$ cat config.mk
export PLATFORM = sky130hd
export DESIGN_NAME = fft_agu_pipelined
export DESIGN_NICKNAME = d
export VERILOG_FILES = /design/src/rtl/fft_agu_pipelined.sv
export SDC_FILE = /design/constraint.sdc
export NUM_CORES = 1
export LEC_CHECK = 0
export ABC_AREA = 0
export CAP_MARGIN = 0
export CORE_MARGIN = 8
export CORE_UTILIZATION = 59
export CTS_CLUSTER_DIAMETER = 40
export DETAILED_ROUTE_END_ITERATION = 16
export MAX_ROUTING_LAYER = met4
export PLACE_DENSITY = 0.9
export SLEW_MARGIN = 20
export SYNTH_ARGS = -nofsm -noshare
export SYNTH_HDL_FRONTEND = slang
export SYNTH_SLANG_ARGS = --single-unit
$ cat constraint.sdc
create_clock -name clk_i -period 10.2 [get_ports clk_i]
set_clock_uncertainty 0.15 [all_clocks]
set_input_delay 3.06 -clock clk_i [delete_from_list [all_inputs] [get_ports clk_i]]
set_output_delay 3.06 -clock clk_i [all_outputs]
set_load 0.005 [all_outputs]
$ cat src/rtl/fft_agu_pipelined.sv
// Address-generation unit for an in-place radix-2 ping-pong FFT.
// Issues A/B read addresses and the twiddle index for each butterfly, and
// delays the read addresses by BF_LAT cycles so that they can be reused as
// write-back addresses. Each level drains before the next one starts.
module fft_agu_pipelined #(
  parameter int LOG2N  = 9,
  parameter int BF_LAT = 4
) (
  input  logic                           clk_i,
  input  logic                           reset_i,
  input  logic                           start_i,
  input  logic                           stall_i,
  output logic [LOG2N-1:0]               rd_addr_a_o,
  output logic [LOG2N-1:0]               rd_addr_b_o,
  output logic [LOG2N-2:0]               tw_addr_o,
  output logic                           rd_valid_o,
  output logic                           rd_bank_o,
  output logic [LOG2N-1:0]               wr_addr_a_o,
  output logic [LOG2N-1:0]               wr_addr_b_o,
  output logic                           wr_en0_o,
  output logic                           wr_en1_o,
  output logic [$clog2(LOG2N+1)-1:0]     level_o,
  output logic                           busy_o,
  output logic                           done_o
);
  localparam int JW = LOG2N - 1;
  localparam int LW = $clog2(LOG2N + 1);
  localparam int DW = (BF_LAT > 1) ? $clog2(BF_LAT) : 1;
  localparam logic [JW-1:0] JMAX = {JW{1'b1}};

  typedef enum logic [1:0] {S_IDLE, S_RUN, S_DRAIN, S_DONE} state_t;

  typedef struct packed {
    logic [LOG2N-1:0] a;
    logic [LOG2N-1:0] b;
    logic             bank;
  } wr_ent_t;

  state_t          state_q;
  logic [JW-1:0]   j_q;
  logic [LW-1:0]   lvl_q;
  logic [DW-1:0]   dcnt_q;

  // Level/butterfly sequencing: RUN issues N/2 butterflies, DRAIN waits BF_LAT
  // non-stalled cycles so the level's last write lands before the next level reads.
  always_ff @(posedge clk_i) begin
    if (!reset_i) begin
      state_q <= S_IDLE;
      j_q     <= '0;
      lvl_q   <= '0;
      dcnt_q  <= '0;
    end else begin
      case (state_q)
        S_IDLE: begin
          if (start_i) begin
            state_q <= S_RUN;
            j_q     <= '0;
            lvl_q   <= '0;
          end
        end
        S_RUN: begin
          if (!stall_i) begin
            j_q <= j_q + 1'b1;
            if (j_q == JMAX) begin
              state_q <= S_DRAIN;
              dcnt_q  <= '0;
            end
          end
        end
        S_DRAIN: begin
          if (!stall_i) begin
            if (dcnt_q == DW'(BF_LAT - 1)) begin
              dcnt_q <= '0;
              j_q    <= '0;
              if (lvl_q == LW'(LOG2N - 1)) begin
                state_q <= S_DONE;
              end else begin
                lvl_q   <= lvl_q + 1'b1;
                state_q <= S_RUN;
              end
            end else begin
              dcnt_q <= dcnt_q + 1'b1;
            end
          end
        end
        S_DONE: begin
          state_q <= S_IDLE;
          lvl_q   <= '0;
        end
        default: state_q <= S_IDLE;
      endcase
    end
  end

  // Rotate-left within LOG2N bits; s is always below LOG2N, and a shift by
  // exactly LOG2N (s==0) yields zero so the OR term vanishes.
  function automatic logic [LOG2N-1:0] rotl(input logic [LOG2N-1:0] x,
                                            input logic [LW-1:0]    s);
    return (x << s) | (x >> (LW'(LOG2N) - s));
  endfunction

  logic             rd_vld;
  logic [LOG2N-1:0] a_raw, b_raw;
  logic [LW-1:0]    tw_sh;
  logic [JW-1:0]    tw_mask;

  // Read-side addresses are combinational from j/level and forced to 0 when not issuing.
  always_comb begin
    rd_vld      = (state_q == S_RUN) && !stall_i;
    a_raw       = {j_q, 1'b0};
    b_raw       = {j_q, 1'b1};
    tw_sh       = LW'(LOG2N - 1) - lvl_q;
    tw_mask     = JMAX << tw_sh;
    rd_addr_a_o = rd_vld ? rotl(a_raw, lvl_q) : '0;
    rd_addr_b_o = rd_vld ? rotl(b_raw, lvl_q) : '0;
    tw_addr_o   = rd_vld ? (j_q & tw_mask) : '0;
  end

  assign rd_valid_o = rd_vld;
  assign rd_bank_o  = lvl_q[0];
  assign level_o    = lvl_q;
  assign busy_o     = (state_q == S_RUN) || (state_q == S_DRAIN);
  assign done_o     = (state_q == S_DONE);

  logic [BF_LAT-1:0] vld_pipe_q;
  wr_ent_t           pipe_q [BF_LAT];

  // Write-back pipe: one stage per cycle of butterfly latency, frozen by stall.
  for (genvar s = 0; s < BF_LAT; s++) begin : g_stage
    wr_ent_t in_ent;
    logic    in_vld;
    if (s == 0) begin : g_head
      assign in_vld = rd_vld;
      assign in_ent = '{a: rd_addr_a_o, b: rd_addr_b_o, bank: lvl_q[0]};
    end else begin : g_body
      assign in_vld = vld_pipe_q[s-1];
      assign in_ent = pipe_q[s-1];
    end
    // Shift this stage on every non-stalled cycle.
    always_ff @(posedge clk_i) begin
      if (!reset_i) begin
        vld_pipe_q[s] <= 1'b0;
        pipe_q[s]     <= '0;
      end else if (!stall_i) begin
        vld_pipe_q[s] <= in_vld;
        pipe_q[s]     <= in_ent;
      end
    end
  end

  // Writes go to the bank opposite the one read at issue time.
  assign wr_addr_a_o = pipe_q[BF_LAT-1].a;
  assign wr_addr_b_o = pipe_q[BF_LAT-1].b;
  assign wr_en0_o    = vld_pipe_q[BF_LAT-1] &  pipe_q[BF_LAT-1].bank & !stall_i;
  assign wr_en1_o    = vld_pipe_q[BF_LAT-1] & !pipe_q[BF_LAT-1].bank & !stall_i;

endmodule
==> results of run 1 <==
[cell families after synthesis]
logic type | count (synthesis) | synth area share
DFF | 96 | 0.525
muxes | 21 | 0.0659
AOI/OAI and AO/OA | 78 | 0.106
and+or+nand+nor | 184 | 0.190
buffers and inverters | 76 | 0.0725
adders and majority gates | 13 | 0.0318
xor gates and xnor gates | 5 | 0.00857
[metrics by stage]
| step | area (um^2) | hold slack, ns |
|---|---|---|
| after floorplan | 5110 | 0.300 |
| after global placement | 5550 | 0.318 |
| after detailed placement | 5550 | 0.315 |
| after CTS | 5740 | 0.332 |
| after global routing | 5740 | 0.363 |
| final | 5740 | 0.335 |
[state kept, by name, summed over array words and instances (netlist names)]
register        count
pipe_q             76
j_q                 8
level_o             4
g_stage.in_vld      3
dcnt_q              2
state_q             2
vld_pipe_q          1
[worst max-delay path, delay by kind of cell]
kind                   cells  cell delay [ns]
AND/OR/NAND/NOR            3             0.68
buffers and inverters      4             1.70
[cell usage after synthesis, types with 4 or more instances]
cell type | count | area [um^2]
a21oi_1 | 20 | 100
nand2_1 | 24 | 90.1
and2_1 | 6 | 37.5
o22ai_1 | 4 | 25.0
o31ai_1 | 6 | 45.0
and3_1 | 64 | 400
dfxtp_1 | 20 | 400
buf_2 | 5 | 25.0
nand3_1 | 10 | 50.1
ha_1 | 13 | 163
mux4_2 | 10 | 225
mux2i_1 | 10 | 100
o21ai_0 | 12 | 60.1
a221oi_1 | 5 | 43.8
nor2b_1 | 5 | 31.3
edfxtp_1 | 76 | 2280
inv_1 | 16 | 60.1
nor2_1 | 45 | 169
buf_4 | 19 | 143
clkbuf_1 | 34 | 128
nor3_1 | 8 | 40.0
or4_1 | 4 | 30.0
[final timing paths]
| path | start | end |
|---|---|---|
| min reg2reg | g_stage[1].in_vld | g_stage[1].in_vld |
| max | stall_i | tw_addr_o[1] |
| max reg2reg | level_o[2] | pipe_q[0][10] |
| min | g_stage[1].in_vld | g_stage[1].in_vld |
[final cells by class]
type / instances / area (um^2) / area share
flip-flops and latches: 96 / 2680 / 0.467
multi-input cells: 301 / 2060 / 0.359
repair buffers: 63 / 616 / 0.107
well taps: 108 / 135 / 0.0235
clock buffers: 9 / 124 / 0.0216
clock inverters: 7 / 62.6 / 0.0109
inverters: 16 / 60.1 / 0.0105
[where the power goes]
part	total [mW]	internal (mW)	leakage (nW)	switching [mW]
registers	0.457	0.445	1.00	0.0124
clock network	0.236	0.0938	0.0976	0.142
logic	0.141	0.0530	1.12	0.0884
total	0.834	0.592	2.22	0.243
[metal layers]
layer / part of all wire / up-vias
met3: 0.077 / 31
met5: 0 / -
met2: 0.49 / 162
met1: 0.41 / 1773
met4: 0.021 / 0
li1: - / 1762
==> flow_summary.json, run 1 <==
{
  "slew_viol_final": 0,
  "grt_usage": 0.197,
  "p_leak_nw": 2.22,
  "cts_setup_buffers": 0,
  "grt_max_degree": 77,
  "die_h_um": 109,
  "syn_inst": 473,
  "total_power_uw": 834,
  "cts_made_buffers": 9,
  "arrival_ns": 5.45,
  "cts.sinks": 96,
  "cap_violations": 0,
  "area_delta_synth_final_pct": 12.3,
  "yosysSeqAreaShare": 0.525,
  "final_core_util": 0.671,
  "rsz0062_at_grt": "no",
  "cts_hold_buf": 0,
  "fin_setup_tns_ns": 0,
  "cp_cell_sequence": "clkdlybuf4s50_1 > nand2b_1 > buf_4 > inv_1 > nand3_1 > nor3_1 > clkdlybuf4s50_1",
  "ys_ff_latch": 96,
  "root_buffer": "clkbuf_8",
  "synth_edf_count": 76,
  "grt_util_met3": 0.0437,
  "antennaDiodeCount": 0,
  "cp_max_fo": 19,
  "drtPass1Iterations": 5,
  "die_area_um2": 11900,
  "hold_path_depth": 2,
  "synth_area_per_cell_um2": 10.8,
  "portBuffers": 57,
  "critical_path_class": "in2out",
  "dp.cells": 584,
  "final_layout_size_suffix_gt1_frac": 0.0772,
  "globalRoute.totalOverflow": 0,
  "hold_path.class": "reg2reg",
  "r2r_slack_ns": 7.30,
  "stdcell_count": 600,
  "grt_pass1_wl_um": 18000,
  "cts_tree": "done",
  "setup_viol": 0,
  "layout_common_cells": "76 x edfxtp_1, 64 x and3_1, 57 x clkdlybuf4s50_1",
  "clock_latency_ns": 0.36,
  "antenna_found_initial": 0,
  "setup_slack_ns": 1.54,
  "use_met1": 0.237,
  "async_reset_ff_frac": 0,
  "antenna_left": 0,
  "grtUsageMet2": 0.315,
  "final_hold_viol_count": 0,
  "fillCellCount": 644,
  "cts_htree_levels": 3,
  "cpMostUsedCell": "clkdlybuf4s50_1",
  "initial_core_util": 0.598,
  "rows": 34,
  "yosysWarnings": 0,
  "end_kind": "primary output",
  "status": "completed",
  "min_period_over_period": 0.849,
  "relSlewSlack": 0.404,
  "die_w_um": 109,
  "wirelength_um": 11200,
  "required_ns": 6.99,
  "cts_resized": 0,
  "drtIter0Drc": 346,
  "drc": 0,
  "max-clock-path-buffers": 2,
  "grt_busiest_layer": "met2",
  "synth_area_um2": 5110,
  "vdd_drop_max_mv": 0.101,
  "dp_hpwl_um": 7290,
  "core-area_um2": 8550,
  "final_common_cell": "edfxtp_1",
  "rr_worst_depth": 6,
  "wl_per_cell_um": 18.7,
  "synth_nets": 490,
  "ios": 58,
  "vias": 3728,
  "grt_pass1_vias": 3598,
  "max_freq_mhz": 115,
  "powerDensity_nw_per_um2": 145,
  "routabilityCongestion": 0.892,
  "slowest_stage": "clkdlybuf4s50_1",
  "num-nets-final": 504,
  "ys_types": 55,
  "max_stage_delay_ns": 0.65,
  "max_slew.worst_pin.slew_ns": 0.894,
  "synth_top_flop_cell": "edfxtp_1",
  "dp_slack_ns": 1.54,
  "startpoint_type": "input port",
  "layout_min_cycle_time_ns": 8.66,
  "post_drt_via_cell_ratio": 6.21,
  "clk_pin_slew_ns": 0.10
}
(Power assumes the default switching activity.)
==> run 2, diff against run 1 <==
- CORE_UTILIZATION: 59 -> 51
- PLACE_DENSITY: 0.9 -> 0.83
- clock period: 10.2 -> 7.4 ns (I/O delays scaled with it)
==> flow_summary.json, run 2 (synthesis results as in run 1) <==
{
  "portBuffers": 57,
  "die_h_um": 116,
  "p_sw_uw": 331,
  "hold-worst-slack_ns": 0.339,
  "p_sw_frac": 0.289,
  "core-area_um2": 9770,
  "routabilityCongestion": 0.889,
  "p_leak_nw": 2.22,
  "layout_min_cycle_time_ns": 6.63,
  "wirelength_um": 10800,
  "cts_tree": "done",
  "ios": 58,
  "largest-register": "pipe_q",
  "vias": 3720,
  "area_delta_synth_final_pct": 13.0,
  "cts_hold_buf": 0,
  "dp_slack_ns": 0.806,
  "total_power_mw": 1.15,
  "cts_htree_levels": 3,
  "largest_reg_flops": 76,
  "vdd_drop_max_mv": 0.130,
  "wl_per_cell_um": 17.3,
  "p_int_uw": 815,
  "final_core_util": 0.591,
  "final_common_cell": "edfxtp_1",
  "cts_setup_buffers": 0,
  "globalRoute.totalOverflow": 0,
  "die_w_um": 116,
  "multi_input_area_um2": 2060,
  "final_layout_size_suffix_gt1_frac": 0.0791,
  "clock_power_share": 0.278,
  "clock_latency_ns": 0.36,
  "cap_violations": 0,
  "antenna_found_initial": 0,
  "dp_hpwl_um": 7310,
  "hold_path.class": "reg2reg",
  "layout_common_cells": "76 x edfxtp_1, 64 x and3_1, 57 x clkdlybuf4s50_1",
  "register_area_um2": 2680,
  "clk_pin_slew_ns": 0.09,
  "antennaDiodeCount": 0,
  "cts_resized": 0,
  "cts.sinks": 96,
  "grt_pass1_vias": 3575,
  "required_ns": 5.03,
  "min_period_over_period": 0.896,
  "critical_path_class": "in2out",
  "status": "completed",
  "rows": 36,
  "fillCellCount": 782,
  "cp_max_fo": 19,
  "powerDensity_nw_per_um2": 198,
  "arrival_ns": 4.26,
  "fin_setup_tns_ns": 0,
  "grt_usage": 0.169,
  "max_slew.worst_pin.slew_ns": 0.885,
  "antenna_left": 0,
  "max_freq_mhz": 151,
  "seqPwrFrac": 0.550,
  "final_hold_viol_count": 0,
  "relSlewSlack": 0.406,
  "setup_slack_ns": 0.767,
  "drtIter0Drc": 241,
  "slew_viol_final": 0,
  "post_drt_via_cell_ratio": 5.94,
  "grt_max_degree": 73,
  "drc": 0,
  "rsz0062_at_grt": "no",
  "max-clock-path-buffers": 2,
  "combPwrFrac": 0.172,
  "drtPass1Iterations": 6,
  "grt_pass1_wl_um": 17500,
  "end_kind": "primary output",
  "startpoint_type": "input port",
  "die_area_um2": 13500,
  "num-nets-final": 505,
  "initial_core_util": 0.523,
  "cts_made_buffers": 9,
  "root_buffer": "clkbuf_8",
  "setup_viol": 0
}
run 2: cell type report:
cell class / instances / area share
Tap cell: 133 / 0.0288
Inverter: 16 / 0.0104
Timing Repair Buffer: 64 / 0.108
Multi-Input combinational cell: 301 / 0.357
Clock inverter: 7 / 0.0102
Clock buffer: 9 / 0.0214
Sequential cell: 96 / 0.464
run 2: per-layer routing:
metal | vias up | share of wire | global-route usage
met1 | 1758 | 0.39 | 0.185
met5 | - | 0 | -
li1 | 1753 | - | -
met2 | 179 | 0.51 | 0.293
met4 | 0 | 0.022 | 0.0752
met3 | 30 | 0.078 | 0.0331
run 2: final timing paths:
path | start | end | slack (ns) | cells after the start
worst max register to register | level_o[0] | level_o[3] | 4.45 | 6
worst max-delay path | stall_i | tw_addr_o[2] | 0.77 | 7
worst min register to register | g_stage[1].in_vld | g_stage[1].in_vld | 0.34 | 2
worst min-delay path | g_stage[1].in_vld | g_stage[1].in_vld | 0.34 | 2
run 2: worst max-delay path, cell delays in order:
cell,delay (ns)
clkdlybuf4s50_1,0.42
nand2b_1,0.14
buf_4,0.22
inv_1,0.28
nand3_1,0.21
nor3b_1,0.23
clkdlybuf4s50_1,0.53
run 2: stage by stage:
step	instance area [um^2]	cells
finish	5780	626
CTS	5780	626
floorplan	5110	473
global route	5780	626
global placement	5590	610
detailed placement	5590	610
run 2: power by group through the flow:
stage / Combinational [mW] / Clock, mW / Sequential [mW]
finish: 0.197 / 0.319 / 0.630
floorplan: 0.144 / 0 / 0.636
CTS: 0.195 / 0.327 / 0.630
detailed placement: 0.194 / 0 / 0.643
global placement: 0.184 / 0 / 0.640
global route: 0.217 / 0.348 / 0.633
